===== src/rtl/input_pkg.sv =====
// Shared definitions for the player-input front end: command codes, key indices
// and the seed LFSR constants (used when INPUT_CONTROLLER_SEED_EN is defined).
package input_pkg;

  typedef enum logic [1:0] {
    HIT     = 2'd0,
    STAND   = 2'd1,
    DEAL    = 2'd2,
    NEWGAME = 2'd3
  } cmd_t;

  localparam int unsigned KEY_HIT     = 0;
  localparam int unsigned KEY_STAND   = 1;
  localparam int unsigned KEY_DEAL    = 2;
  localparam int unsigned KEY_NEWGAME = 3;

  localparam logic [15:0] LFSR_RESET = 16'hACE1;
  // Right-shifting Galois form of taps 16,14,13,11
  localparam logic [15:0] LFSR_TAPS  = 16'hB400;

  function automatic logic [15:0] lfsrNext(input logic [15:0] s);
    return (s >> 1) ^ (s[0] ? LFSR_TAPS : '0);
  endfunction

endpackage


===== src/rtl/key_debouncer.sv =====
// One push-button: SYNC_STAGES-deep synchroniser followed by a four-state debounce
// FSM that reports the debounced level and a one-cycle strobe on each accepted press.
module key_debouncer #(
  parameter int unsigned DEBOUNCE_CYCLES = 500000,
  parameter int unsigned SYNC_STAGES     = 2
) (
  input  logic clk,
  input  logic rst_n,
  input  logic raw_n,
  output logic held,
  output logic press_strobe
);

  localparam int unsigned CW = (DEBOUNCE_CYCLES > 1) ? $clog2(DEBOUNCE_CYCLES) : 1;
  localparam logic [CW-1:0] TERMINAL = CW'(DEBOUNCE_CYCLES - 1);

  typedef enum logic [1:0] {RELEASED, PRESS_WAIT, HELD, RELEASE_WAIT} dbState_t;

  dbState_t               state;
  logic [SYNC_STAGES-1:0] syncQ;
  logic [CW-1:0]          count;
  logic                   level;

  assign level = ~syncQ[SYNC_STAGES-1];

  always_ff @(posedge clk or negedge rst_n) begin
    if (!rst_n) begin
      syncQ        <= '1;
      state        <= RELEASED;
      count        <= '0;
      held         <= 1'b0;
      press_strobe <= 1'b0;
    end else begin
      syncQ        <= {syncQ[SYNC_STAGES-2:0], raw_n};
      press_strobe <= 1'b0;
      case (state)
        RELEASED: if (level) begin
          state <= PRESS_WAIT;
          count <= '0;
        end
        PRESS_WAIT: begin
          if (!level) begin
            state <= RELEASED;
          end else if (count == TERMINAL) begin
            state        <= HELD;
            held         <= 1'b1;
            press_strobe <= 1'b1;
          end else begin
            count <= count + 1'b1;
          end
        end
        HELD: if (!level) begin
          state <= RELEASE_WAIT;
          count <= '0;
        end
        RELEASE_WAIT: begin
          if (level) begin
            state <= HELD;
          end else if (count == TERMINAL) begin
            state <= RELEASED;
            held  <= 1'b0;
          end else begin
            count <= count + 1'b1;
          end
        end
        default: state <= RELEASED;
      endcase
    end
  end

endmodule


===== src/rtl/input_controller.sv =====
// Debounces KEY[3:0] and turns each accepted press into a game command held in a
// one-entry valid/ready buffer. Define INPUT_CONTROLLER_SEED_EN for the seed LFSR outputs.
module input_controller #(
  parameter int unsigned DEBOUNCE_CYCLES = 500000,
  parameter int unsigned SYNC_STAGES     = 2
) (
  input  logic        clk,
  input  logic        rst_n,
  input  logic [3:0]  key_n,
  input  logic        cmd_ready,
  output logic        cmd_valid,
  output logic [1:0]  cmd,
  output logic        cmd_dropped,
  output logic [3:0]  keys_held
`ifdef INPUT_CONTROLLER_SEED_EN
  ,
  output logic [15:0] seed,
  output logic        seed_valid
`endif
);

  import input_pkg::*;

  logic [3:0] strobe;
  logic       anyStrobe;
  logic       multiStrobe;
  logic       transfer;
  cmd_t       winner;
  cmd_t       pendingCmd;

  for (genvar k = 0; k < 4; k++) begin : gKey
    key_debouncer #(
      .DEBOUNCE_CYCLES(DEBOUNCE_CYCLES),
      .SYNC_STAGES    (SYNC_STAGES)
    ) uDebouncer (
      .clk         (clk),
      .rst_n       (rst_n),
      .raw_n       (key_n[k]),
      .held        (keys_held[k]),
      .press_strobe(strobe[k])
    );
  end

  always_comb begin
    anyStrobe   = |strobe;
    multiStrobe = (strobe & (strobe - 4'd1)) != 4'd0;
    winner      = HIT;
    if (strobe[KEY_NEWGAME])    winner = NEWGAME;
    else if (strobe[KEY_DEAL])  winner = DEAL;
    else if (strobe[KEY_STAND]) winner = STAND;
  end

  assign transfer = cmd_valid && cmd_ready;
  assign cmd      = pendingCmd;

  // A strobe that cannot load (buffer full, no transfer) is a drop, including the
  // NEWGAME overwrite, which replaces the pending entry and still flags the loss.
  always_ff @(posedge clk or negedge rst_n) begin
    if (!rst_n) begin
      cmd_valid   <= 1'b0;
      pendingCmd  <= HIT;
      cmd_dropped <= 1'b0;
    end else begin
      if (transfer && pendingCmd == NEWGAME) cmd_dropped <= 1'b0;
      if (anyStrobe) begin
        if (!cmd_valid || transfer) begin
          pendingCmd <= winner;
          cmd_valid  <= 1'b1;
        end else if (winner == NEWGAME && pendingCmd != NEWGAME) begin
          pendingCmd <= NEWGAME;
        end
        if (multiStrobe || (cmd_valid && !transfer)) cmd_dropped <= 1'b1;
      end else if (transfer) begin
        cmd_valid <= 1'b0;
      end
    end
  end

`ifdef INPUT_CONTROLLER_SEED_EN
  logic [15:0] lfsr;

  always_ff @(posedge clk or negedge rst_n) begin
    if (!rst_n) begin
      lfsr       <= LFSR_RESET;
      seed       <= '0;
      seed_valid <= 1'b0;
    end else begin
      lfsr       <= lfsrNext(lfsr);
      seed_valid <= transfer && pendingCmd == DEAL;
      if (transfer && pendingCmd == DEAL) seed <= lfsr;
    end
  end
`endif

endmodule


===== config.mk =====
export PLATFORM = sky130hd
export DESIGN_NAME = input_controller
export DESIGN_NICKNAME = d
export VERILOG_FILES = /design/src/rtl/input_pkg.sv /design/src/rtl/key_debouncer.sv /design/src/rtl/input_controller.sv
export SDC_FILE = /design/constraint.sdc
export NUM_CORES = 1
export LEC_CHECK = 0
export ABC_AREA = 0
export BUFFER_PORTS_ARGS = -buffer_cell sky130_fd_sc_hd__buf_2
export CAP_MARGIN = 20
export CORE_ASPECT_RATIO = 1.75
export CORE_MARGIN = 5
export CORE_UTILIZATION = 24
export CTS_BUF_LIST = sky130_fd_sc_hd__clkbuf_8 sky130_fd_sc_hd__clkbuf_16
export CTS_CLUSTER_SIZE = 10
export DETAILED_ROUTE_END_ITERATION = 8
export PLACE_DENSITY = 0.41
export SYNTH_ARGS = -nofsm -noshare
export SYNTH_HDL_FRONTEND = slang
export SYNTH_SLANG_ARGS = --single-unit

===== constraint.sdc =====
create_clock -name clk -period 3.2 [get_ports clk]
set_clock_uncertainty 0.05 [all_clocks]
set_input_delay 0.48 -clock clk [delete_from_list [all_inputs] [get_ports clk]]
set_output_delay 0.48 -clock clk [all_outputs]
set_load 0.05 [all_outputs]

## Yosys cells after proc, flatten, opt, wreduce, memory -nomap -nowiden

Index checks and enable logic that the tools add are counted.

- $add $sub $neg: 5
- Eq/ne operators: 52
- Mux-type cells: 95
- Bitwise operators: 1
- Reduce and logical (&&, ||, !) cells: 34

Operators with widths:

| kind | number |
|---|---|
| 2-to-1 mux 19 bit | 20 |
| one-hot mux 19 bit (4 select lines) | 4 |
| adder 19 x 1 -> 19 bit, second input constant | 4 |
| equality test 19 bit, second input constant | 4 |
| 2-to-1 mux 2 bit | 28 |
| 2-to-1 mux 1 bit | 35 |
| != test 2 x 1 -> 1 bit, second input constant | 17 |
| one-hot mux 2 bit (4 select lines) | 4 |
| AND reduction 4 bit | 8 |
| equality test 2 bit, second input constant | 10 |
| AND reduction 5 bit | 4 |
| != test 2 bit, second input constant | 9 |
| != test 3 x 1 -> 1 bit, second input constant | 4 |
| != test 3 bit, second input constant | 4 |
| nonzero test 2 bit | 6 |
| equality test 2 x 1 -> 1 bit, second input constant | 4 |
| logical NOT 2 bit | 4 |
| one-hot mux 1 bit (2 select lines) | 4 |
| AND 4 bit | 1 |
| logical AND 1 bit | 4 |
| AND reduction 2 bit | 2 |
| nonzero test 4 bit | 1 |
| OR reduction 4 bit | 1 |
| subtractor 4 x 1 -> 4 bit, second input constant | 1 |
| 2 further kinds | 4 |

- Bits in registers: 104
- Input bits: 7
- Output and inout bits: 8
- Logic and storage cells: 210

## Depth between registers and ports, before layout

- Depth in word-level cells: 7
- Gate-level depth with buffers: 6
- Depth with buffers taken out: 5

## Cells and area by module

Synthesis repeated with hierarchy kept, for this count alone.

- Cells, all modules: 589
- Area total of the unflattened synthesis: 5753.0 µm²

Modules (own cells, without submodules):

| module | times used | cells an instance | area each (µm²) | sequential area each (µm²) |
|---|---|---|---|---|
| key_debouncer at gKey[0].uDebouncer ... | 3 | 141 | 1386.3 | 628.1 |
| key_debouncer at gKey[3].uDebouncer | 1 | 145 | 1385.1 | 628.1 |
| input_controller | 1 | 21 | 209.0 | 100.1 |

## Worst setup path after synthesis

Ideal clock, no wire load.

- Kind: flip-flop to flip-flop
- From: register gKey[3].uDebouncer.count[14]
- To: register gKey[3].uDebouncer.count[0]
- Setup time: 125 ps
- Data arrival time: 1850 ps
- Required time: 3025 ps
- Setup slack: 1175 ps
- Stages on the path, launching flop included: 6
- Cell sequence: dfrtp_1 -> buf_6 -> or4b_4 -> nor4_4 -> a31oi_4 -> mux2_2

- Cells in the longest elaborated chain, start to end: 4

Ends and longest elaborated chain:

| what | RTL line | RTL |
|---|---|---|
| start, declared | key_debouncer.sv:21 | `logic [CW-1:0] count;` |
| start signal, assigned | key_debouncer.sv:49 | `count <= count + 1'b1;` |
| start signal, assigned | key_debouncer.sv:63 | `count <= count + 1'b1;` |
| equality test 19 bit (*) | key_debouncer.sv:44, key_debouncer.sv:59 |  |
| 2-to-1 mux 19 bit (*) | n/a |  |
| 2-to-1 mux 19 bit (on tied branches) | n/a |  |
| one-hot mux 19 bit (4 select lines) (*) | n/a |  |

Every way passes the cells marked *; elsewhere a longest branch is shown, timed or not. The select of a mux whose other input is x is not followed.
A chain may end at the register's enable or synchronous reset.

## Worst setup path after layout

Same ends and word-level chain as after synthesis.

==> impl_metrics.yaml <==
yosys:
  synth_top_area_share_pct: 39.6
  synth.area.top_cells: "dfrtp_1 40%, nand2_1 3.8%, dfstp_2 3.5%, nand4_1 3.1%, mux2i_1 3.0%"
  syn_inst: 654
  synth_cell_types: 76
  ys.flop_type: "dfrtp_1"
  syn-cell-area_sq_um: 6070
  synthArstFlopShare_pct: 100
  synth_top_cell_by_area: "dfrtp_1"
  syn_nets: 665
  ys_seq_area_share_pct: 43.1
  yosysWarnings: 0
  synth-seq-cells: 104
  syn_avg_cell_area_sq_um: 9.28
  synth_common_cells: "96 x dfrtp_1, 62 x nand2_1, 34 x inv_1"
  synth_edf_count: 0
  synth_most_common_cell: "dfrtp_1"
floorplan:
  ios: 15
  coreArea_sq_um: 25100
  start_util_pct: 24.1
  dieWidth_um: 130
  dieArea_sq_um: 28700
  fp-row-count: 77
  die_h_um: 220
worst_setup_path:
  path_class: "flop to flop"
  r2r_end: "gKey[3].uDebouncer.count[0]"
  rrSetupSlack_ns: 0.86
  worst_path_max_delay_cell: "or4b_4"
  end_kind: "flop"
  cp.depth: 4
  max_stage_delay_ns: 0.58
  crit_buf_inv: 0
  crit_start: "gKey[3].uDebouncer.count[14]"
  worstPathMaxFanout: 13
  reg2reg_from: "gKey[3].uDebouncer.count[14]"
  crit_path_end: "gKey[3].uDebouncer.count[0]"
  crit_family: "simple AND/OR/NAND/NOR gates"
  critPathRequiredTime_ns: 3.39
  crit_chain: "or4b_4 -> nor4_4 -> a31oi_4 -> mux2_2"
  critPathArrivalTime_ns: 2.53
  worst-r2r-cell-count: 4
  worst_setup_path_start_kind: "flop"
cts:
  clkTransAtPathRegs_ns: 0.07
  cts_tree: "done"
  clock_sinks: 104
  clock_latency_ns: 0.36
  post-cts-setup-buffers: 0
  cts_made_buffers: 9
  max-clock-path-buffers: 2
  cts-root-buf: "clkbuf_16"
  hold_buffers: 0
  post_cts_resized: 0
  htree_levels: 3
timing:
  worstMarginPinSlew_ns: 0.963
  slew_headroom_pct: 35.8
  slew_viol_final: 0
  fmax_mhz: 428
  period_share_pct: 73.1
  setup_tns_ns: 0
  hold_viol_final: 0
  setup_viol: 0
  rsz0062_at_grt: "no"
  finalCriticalPeriod_ns: 2.34
routing:
  totalWireLength_um: 16000
  ant_nets: 0
  wl_met3_um: 298
  routed_via_density: 5.26
  remaining_drc_errors: 0
  wl_met1_um: 6580
  drt-pass1-iter-count: 4
  dr_wl_met2_um: 8640
  drt_iter0_markers: 465
  vias: 5109
  avgRoutedWirePerCell_um: 16.5
  dr.max_layer_used: "met4"
run_status:
  outcome: "finished, final reports clean"
power_and_ir_drop:
  power.total_w: 0.00286
  peakVddDrop_mv: 0.246
  p_per_area_nw_per_um2: 421
  leakage_nw: 2.72
grt:
  grt_pass1_wl_um: 27000
  grt_max_degree: 74
  antenna_found_initial: 0
  first_global_vias: 5244
  grt_overflow: 0
  grt_usage_pct: 11.7
placed_design:
  port_buffers: 14
  dp.cells: 956
  dpl.hpwl_um: 10900
  gp_congestion: 0.828
hold_path:
  hold_path_class: "input port to asynchronous set/reset pin"
finish:
  instances_no_fill: 972
  drive_gt1_share_pct: 11.6
  fillers: 2601
  area_growth_pct: 11.8
  final_nets: 662
  diodes: 0
job:
  max_cap_viol_count: 0
[sequential cells by signal (all words and copies together) (netlist names), named ones only]
register and flops:
cmd 2, gKey.uDebouncer.held 4, gKey.uDebouncer.state 4, gKey.uDebouncer.syncQ 8, gKey.uDebouncer.press_strobe 4, cmd_dropped 1
cmd_valid 1, gKey.uDebouncer.count 76
[where the power goes]
| group | switching (W) | total [W] | internal (W) |
|---|---|---|---|
| clock | 0.000542 | 0.00123 | 0.000687 |
| combinational | 0.000120 | 0.000193 | 0.0000728 |
| sequential | 0.0000749 | 0.00144 | 0.00136 |
| total | 0.000737 | 0.00286 | 0.00212 |
[stage by stage]
| step | setup slack [ns] | hold slack (ns) | util, % | instance area [sq um] |
|---|---|---|---|---|
| after global routing | 0.763 | 0.0464 | 27.0 | 6780 |
| after floorplan | 1.18 | 0.134 | - | 6070 |
| after detailed placement | 0.871 | 0.297 | 25.7 | 6460 |
| after CTS | 0.860 | 0.0201 | 27.0 | 6780 |
| after global placement | 0.934 | 0.297 | 25.7 | 6460 |
| final | 0.861 | 0.0142 | 27.0 | 6780 |
[worst min-delay path by stage]
stage | startpoint | end | slack (ns) | depth (start not counted)
4_1_cts | rst_n | gKey[2].uDebouncer.count[14] | 0.02 | 1
6_report | rst_n | gKey[2].uDebouncer.count[14] | 0.01 | 1
3_5_place_dp | gKey[1].uDebouncer.syncQ[0] | gKey[1].uDebouncer.syncQ[1] | 0.30 | 0
3_3_place_gp | gKey[1].uDebouncer.syncQ[0] | gKey[1].uDebouncer.syncQ[1] | 0.30 | 0
5_1_grt | rst_n | gKey[2].uDebouncer.count[14] | 0.05 | 1
2_1_floorplan | rst_n | asynchronous set/reset pin | 0.13 | 0
[layout make-up]
cell class / count / area, sq um / area share, %
clock buffer: 9 / 225 / 3.32
clock inverter: 7 / 93.8 / 1.38
inverter: 35 / 131 / 1.94
multi-input combinational: 475 / 3150 / 46.4
sequential: 104 / 2610 / 38.5
tap: 316 / 395 / 5.83
timing repair buffer: 26 / 175 / 2.58
[cell usage in the layout, fill, tap and decap left out, types with 7 or more instances in the layout]
| master | Yosys | layout |
|---|---|---|
| dfrtp_1 | 96 | 96 |
| nand2_1 | 62 | 62 |
| inv_1 | 34 | 34 |
| nand3_1 | 32 | 32 |
| nor2_1 | 32 | 32 |
| nand4_1 | 30 | 30 |
| a21oi_1 | 28 | 28 |
| nor4_1 | 24 | 24 |
| o21ai_0 | 23 | 23 |
| mux2i_1 | 18 | 18 |
| nor3_1 | 16 | 16 |
| o211ai_1 | 16 | 16 |
| buf_2 | 6 | 13 |
| and4_1 | 12 | 12 |
| buf_4 | 4 | 12 |
| and3_1 | 10 | 10 |
| a22o_1 | 10 | 10 |
| or3_1 | 9 | 9 |
| mux2_2 | 9 | 9 |
| a31oi_1 | 9 | 9 |
| clkbuf_16 | 0 | 9 |
| or4_1 | 8 | 8 |
| and2_1 | 8 | 8 |
| o31ai_1 | 8 | 8 |
| dfstp_2 | 8 | 8 |
| a21o_1 | 7 | 7 |
[cells by family after synthesis]
family | synth area share, %
AOI/OAI and AO/OA | 18.7
buffers and inverters | 5.26
and+or+nand+nor | 26.2
xor gates and xnor gates | 1.15
muxes | 4.64
adders and majority gates | 0.990
DFF | 43.1
[per-layer routing]
metal,global-route usage (%),vias to the layer above
met3,1.62,28
met2,21.5,73
met5,0,-
met4,5.34,0
li1,-,2484
met1,13.1,2524
(Power assumes the default switching activity.)
